==> src/rtl/status_irq_ctrl.sv <==
// status_irq_ctrl: registered i2c status plus per-channel FIFO flags, sticky
// overflow/underflow flags, RX watermark and saturating error counters.
// Optional level interrupt built when STATUS_IRQ_EN is defined; otherwise irq
// is tied low and irq_en is ignored.
module status_irq_ctrl #(
  parameter int unsigned NUM_CH = 1,
  parameter int unsigned CNT_W  = 4,
  parameter int unsigned STAT_W = 5,
  parameter int unsigned ERR_W  = 8
) (
  input  logic                      clk,
  input  logic                      n_rst,
  input  logic [STAT_W-1:0]         i2c_status,
  input  logic [NUM_CH-1:0]         tx_full,
  input  logic [NUM_CH-1:0]         tx_empty,
  input  logic [NUM_CH-1:0]         rx_full,
  input  logic [NUM_CH-1:0]         rx_empty,
  input  logic [NUM_CH-1:0]         rx_w_ena,
  input  logic [NUM_CH-1:0]         tx_r_ena,
  input  logic [NUM_CH*CNT_W-1:0]   rx_count,
  input  logic [CNT_W-1:0]          rx_thresh,
  input  logic                      clr_wr,
  input  logic [2*NUM_CH-1:0]       clr_mask,
  input  logic [NUM_CH*7+STAT_W-1:0] irq_en,
  output logic [NUM_CH*7+STAT_W-1:0] status_out,
  output logic [NUM_CH*ERR_W-1:0]   err_cnt,
  output logic                      irq
);

  localparam int unsigned SW  = NUM_CH * 7 + STAT_W;
  localparam int unsigned EVW = ERR_W + 1;
  localparam logic [ERR_W-1:0] ERR_MAX = '1;

  // Bit offsets inside one channel's 7-bit field, LSB first.
  localparam int unsigned B_RX_WM    = 0;
  localparam int unsigned B_RX_EMPTY = 1;
  localparam int unsigned B_RX_FULL  = 2;
  localparam int unsigned B_RX_OVF   = 3;
  localparam int unsigned B_TX_EMPTY = 4;
  localparam int unsigned B_TX_FULL  = 5;
  localparam int unsigned B_TX_UNF   = 6;

  logic [SW-1:0]           status_q, status_d;
  logic [NUM_CH*ERR_W-1:0] err_q, err_d;

  logic [NUM_CH-1:0] ovf_ev, unf_ev, clr_flag, clr_cnt, wm;
  logic [ERR_W-1:0]  base_tmp;
  logic [EVW-1:0]    sum_tmp;

  assign ovf_ev = rx_full & rx_w_ena;
  assign unf_ev = tx_empty & tx_r_ena;

  // Decode per-channel clear strobes and watermark compare.
  always_comb begin
    clr_flag = '0;
    clr_cnt  = '0;
    wm       = '0;
    for (int unsigned c = 0; c < NUM_CH; c++) begin
      clr_flag[c] = clr_wr & clr_mask[2*c];
      clr_cnt[c]  = clr_wr & clr_mask[2*c+1];
      wm[c]       = (rx_thresh != '0) && (rx_count[c*CNT_W +: CNT_W] >= rx_thresh);
    end
  end

  // Next status word and error counters; a set event beats a same-cycle clear.
  always_comb begin
    status_d = '0;
    err_d    = err_q;
    base_tmp = '0;
    sum_tmp  = '0;
    status_d[STAT_W-1:0] = i2c_status;
    for (int unsigned c = 0; c < NUM_CH; c++) begin
      status_d[STAT_W+7*c+B_RX_WM]    = wm[c];
      status_d[STAT_W+7*c+B_RX_EMPTY] = rx_empty[c];
      status_d[STAT_W+7*c+B_RX_FULL]  = rx_full[c];
      status_d[STAT_W+7*c+B_RX_OVF]   = ovf_ev[c] |
                                        (status_q[STAT_W+7*c+B_RX_OVF] & ~clr_flag[c]);
      status_d[STAT_W+7*c+B_TX_EMPTY] = tx_empty[c];
      status_d[STAT_W+7*c+B_TX_FULL]  = tx_full[c];
      status_d[STAT_W+7*c+B_TX_UNF]   = unf_ev[c] |
                                        (status_q[STAT_W+7*c+B_TX_UNF] & ~clr_flag[c]);

      base_tmp = clr_cnt[c] ? '0 : err_q[c*ERR_W +: ERR_W];
      sum_tmp  = EVW'(base_tmp) + EVW'(ovf_ev[c]) + EVW'(unf_ev[c]);
      err_d[c*ERR_W +: ERR_W] = (sum_tmp > EVW'(ERR_MAX)) ? ERR_MAX : sum_tmp[ERR_W-1:0];
    end
  end

  // Status and counter registers.
  always_ff @(posedge clk or negedge n_rst) begin
    if (!n_rst) begin
      status_q <= '0;
      err_q    <= '0;
    end else begin
      status_q <= status_d;
      err_q    <= err_d;
    end
  end

  assign status_out = status_q;
  assign err_cnt    = err_q;

`ifdef STATUS_IRQ_EN
  logic irq_q, irq_d;

  assign irq_d = |(status_d & irq_en);

  // Interrupt level registered alongside the status word it is derived from.
  always_ff @(posedge clk or negedge n_rst) begin
    if (!n_rst) begin
      irq_q <= 1'b0;
    end else begin
      irq_q <= irq_d;
    end
  end

  assign irq = irq_q;
`else
  logic unused_irq_en;

  assign unused_irq_en = ^irq_en;
  assign irq           = 1'b0;
`endif

endmodule

==> config.mk <==
export PLATFORM = sky130hd
export DESIGN_NAME = status_irq_ctrl
export DESIGN_NICKNAME = d
export VERILOG_FILES = /design/src/rtl/status_irq_ctrl.sv
export SDC_FILE = /design/constraint.sdc
export NUM_CORES = 1
export LEC_CHECK = 0
export ABC_AREA = 1
export BUFFER_PORTS_ARGS = -buffer_cell sky130_fd_sc_hd__buf_2
export CORE_ASPECT_RATIO = 1.1
export CORE_MARGIN = 2
export CORE_UTILIZATION = 42
export DETAILED_ROUTE_END_ITERATION = 16
export GPL_TIMING_DRIVEN = 1
export PLACE_DENSITY = 0.78
export SYNTH_ARGS = -nofsm -noshare
export SYNTH_HDL_FRONTEND = slang
export SYNTH_SLANG_ARGS = --single-unit
export TNS_END_PERCENT = 5
==> constraint.sdc <==
create_clock -name clk -period 2.1 [get_ports clk]
set_clock_uncertainty 0.15 [all_clocks]
set_input_delay 0.525 -clock clk [delete_from_list [all_inputs] [get_ports clk]]
set_output_delay 0.525 -clock clk [all_outputs]
set_load 0.005 [all_outputs]
==> results.yml <==
setup_path:
  critPathLaunch: "clr_wr"
  crit_path_cell_trace: "buf_2 > nand2_2 > nand2_1 > fa_1 > inv_1 > ha_2 > nand3_2 > nor2_4 > nand3_4 > nand2_1"
  critPathArrivalTime_ns: 1.90
  worstPathRequired_ns: 2.19
  start_kind: "input port"
  crit_path_most_repeated_cell: "sky130_fd_sc_hd__nand2_1"
  worst_r2r_startpoint: "err_cnt[0]"
  critical_path.slowest_cell: "sky130_fd_sc_hd__fa_1"
  critical_path.n_buffers_inverters: 2
  ff2ff_path_depth: 8
  worst_path_largest_cell_delay_ns: 0.39
  timing.critical_path.depth: 10
  critical_path.endpoint_type: "flop"
  timing.setup.critical_path_class: "input port to flop"
  cp_max_fo: 8
  cpLargestDelayFamily: "adder cells"
global_routing:
  overflow_left_after_global_routing: 0
  grt_use_met1: 0.191
  antenna_violations_before_repair: 0
  grt_use_total: 0.177
  grt_pass1_wl_um: 3540
  grt_util_met3: 0.0246
  grt_busiest_layer: "met2"
  number_of_global_route_vias_before_repair: 847
  grt_max_degree: 21
  globalRouteMet2Util: 0.347
clock_tree:
  post_cts.repair.setup_buffers: 0
  cts_tree: "done"
  clkLatencyLatePin_ns: 0.29
  cts-root-buf: "sky130_fd_sc_hd__clkbuf_4"
  clock_sinks: 20
  cts_buffer_depth: 2
  cts_hold_buf: 0
  post_cts.resized_instances: 0
  total_clock_buffers_created_by_cts: 3
  h-tree-depth: 1
  clk_transition_reported_paths_ns: 0.11
sta:
  timing.final.hold_violations: 0
  setup_viol: 0
  shortest_period_the_worst_path_allows_ns: 1.81
  unrepaired_setup_endpoints_after_global_routing: "false"
  post_route_fraction_of_the_period_consumed_by_the_critical_path: 0.862
  timing_max_transition_violations_final: 0
  max_freq_ghz: 0.552
yosys:
  synthTopCellsByCount: "sky130_fd_sc_hd__nand2_1, sky130_fd_sc_hd__dfrtp_1, sky130_fd_sc_hd__inv_1"
  yosysTopAreaCell: "sky130_fd_sc_hd__dfrtp_1"
  synth_area_per_cell_um2: 9.63
  number_of_nets_produced_by_synthesis: 142
  ffs_w_async_s_r_synth: 1.00
  post_synthesis_instance_total: 100
  synth-warning-count: 0
  postSynth.topFlopCell: "sky130_fd_sc_hd__dfrtp_1"
  postSynthRegisterBits: 20
  post_synth_instance_area_um2: 963
  synthDistinctLibCells: 22
  synth_seq_area_share: 0.519
  synth_top_area_frac: 0.519
  post_synth_main_area_contributors: "sky130_fd_sc_hd__dfrtp_1, sky130_fd_sc_hd__nand2_1, sky130_fd_sc_hd__ha_1"
  synth_enable_flop_cells: 0
  most_frequent_cell_after_synthesis: "sky130_fd_sc_hd__nand2_1"
cells_and_area:
  drive_gt1_frac: 0.408
  finish.utilization: 0.577
  register_area_um2: 500
  area_growth_pct: 32.1
  stdcell_area_um2: 1270
  area_of_combinational_cells_with_multiple_inputs_um2: 399
  n_antenna_cell: 0
  num-nets-final: 190
  final_layout_fill_cell_count: 213
status:
  outcome: "completed"
place:
  gp_congestion: 0.750
  place_hpwl_um: 1600
  place.port_buffers: 43
  placement.cell_area_um2: 1220
floorplanning:
  fp.dieH_um: 54.2
  io_pins: 57
  fp.dieArea_um2: 2690
  placeableCoreArea_um2: 2210
  initial_core_utilization: 0.437
  fp.dieW_um: 49.7
  rows: 18
route:
  drtAntennaViolNets: 0
  drc_errors: 0
  average_via_count_per_standard_cell: 4.52
  pre_repair_dr_iteration_count: 4
  wirelength_um: 1950
  vias_after_detailed_routing: 800
  routedWlPerCell_um: 11.0
  detail_route.iter0.violations: 5
power:
  power.static_leakage_nw: 0.748
  power.density_nw_per_um2: 765
  maximum_ir_drop_on_the_vdd_rail_mv: 0.448
min_path:
  hp-class: "input port to asynchronous set/reset pin"
job:
  max_cap_viol_count: 0
[flip-flops by register name, indices dropped and copies added, names as in the netlist]
signal	count
status_out	12
err_cnt	8
[worst paths after layout]
kind	to	slack, ns
hold reg to reg	status_out[8]	0.34
hold / removal	err_cnt[6]	0.004
min in group clk	status_out[3]	0.17
setup / recovery	err_cnt[2]	0.29
setup reg to reg	err_cnt[2]	0.34
max in group asynchronous	status_out[7]	1.49
[power by group]
part / switching (mW) / internal [mW]
clock network: 0.116 / 0.193
logic: 0.107 / 0.0931
registers: 0.0331 / 0.432
[area by class of cell]
type,count,area share
Inverter,14,0.0413
Clock inverter,1,0.0236
Clock buffer,3,0.0177
Multi-Input combinational cell,64,0.314
Sequential cell,20,0.393
Timing Repair Buffer,45,0.181
Tap cell,30,0.0295
[per-layer routing]
metal	part of all wire	routed length (µm)
met3	0.050	97
met2	0.55	1070
met1	0.39	759
met5	0	0
met4	0.013	25
[cell families after synthesis]
kind of cell,Yosys count,synth area share
xor gates and xnor gates,2,0.0182
and+or+nand+nor,51,0.275
DFF,20,0.519
adders and majority gates,6,0.0857
buffers and inverters,16,0.0740
AOI/OAI and AO/OA,4,0.0234
other,1,0.00389
[placed cells by master, fill, tap and decap left out]
cell and instances:
sky130_fd_sc_hd__inv_2 1, sky130_fd_sc_hd__nor2_1 2, sky130_fd_sc_hd__ha_1 4, sky130_fd_sc_hd__o21ai_0 2, sky130_fd_sc_hd__buf_2 43, sky130_fd_sc_hd__inv_1 13
sky130_fd_sc_hd__nor2_2 1, sky130_fd_sc_hd__nand3_2 3, sky130_fd_sc_hd__nand2_1 33, sky130_fd_sc_hd__bufinv_16 1, sky130_fd_sc_hd__a21oi_1 1, sky130_fd_sc_hd__conb_1 1
sky130_fd_sc_hd__nand3_4 2, sky130_fd_sc_hd__nand2_2 1, sky130_fd_sc_hd__nor2_4 2, sky130_fd_sc_hd__o21bai_1 1, sky130_fd_sc_hd__nand4_1 1, sky130_fd_sc_hd__fa_1 1
sky130_fd_sc_hd__ha_2 1, sky130_fd_sc_hd__buf_4 2, sky130_fd_sc_hd__clkbuf_4 3, sky130_fd_sc_hd__dfrtp_1 20, sky130_fd_sc_hd__xor2_1 2, sky130_fd_sc_hd__nand3_1 5
sky130_fd_sc_hd__nand3b_1 1
[metrics by stage]
stage | TNS (ns) | setup slack (ns) | hold slack, ns | power (mW) | std cells
final | 0 | 0.289 | 0.00361 | 0.974 | 177
after global routing | 0 | 0.188 | 0.0225 | 1.04 | 177
after CTS | 0 | 0.276 | 0.00997 | 0.990 | 177
after detailed placement | -0.285 | -0.0417 | 0.312 | 0.676 | 173
after global placement | -0.0293 | -0.00944 | 0.301 | 0.659 | 173
after floorplan | 0 | 0.00627 | 0.0794 | 0.571 | 100
Power figures use the tool's default switching activity.
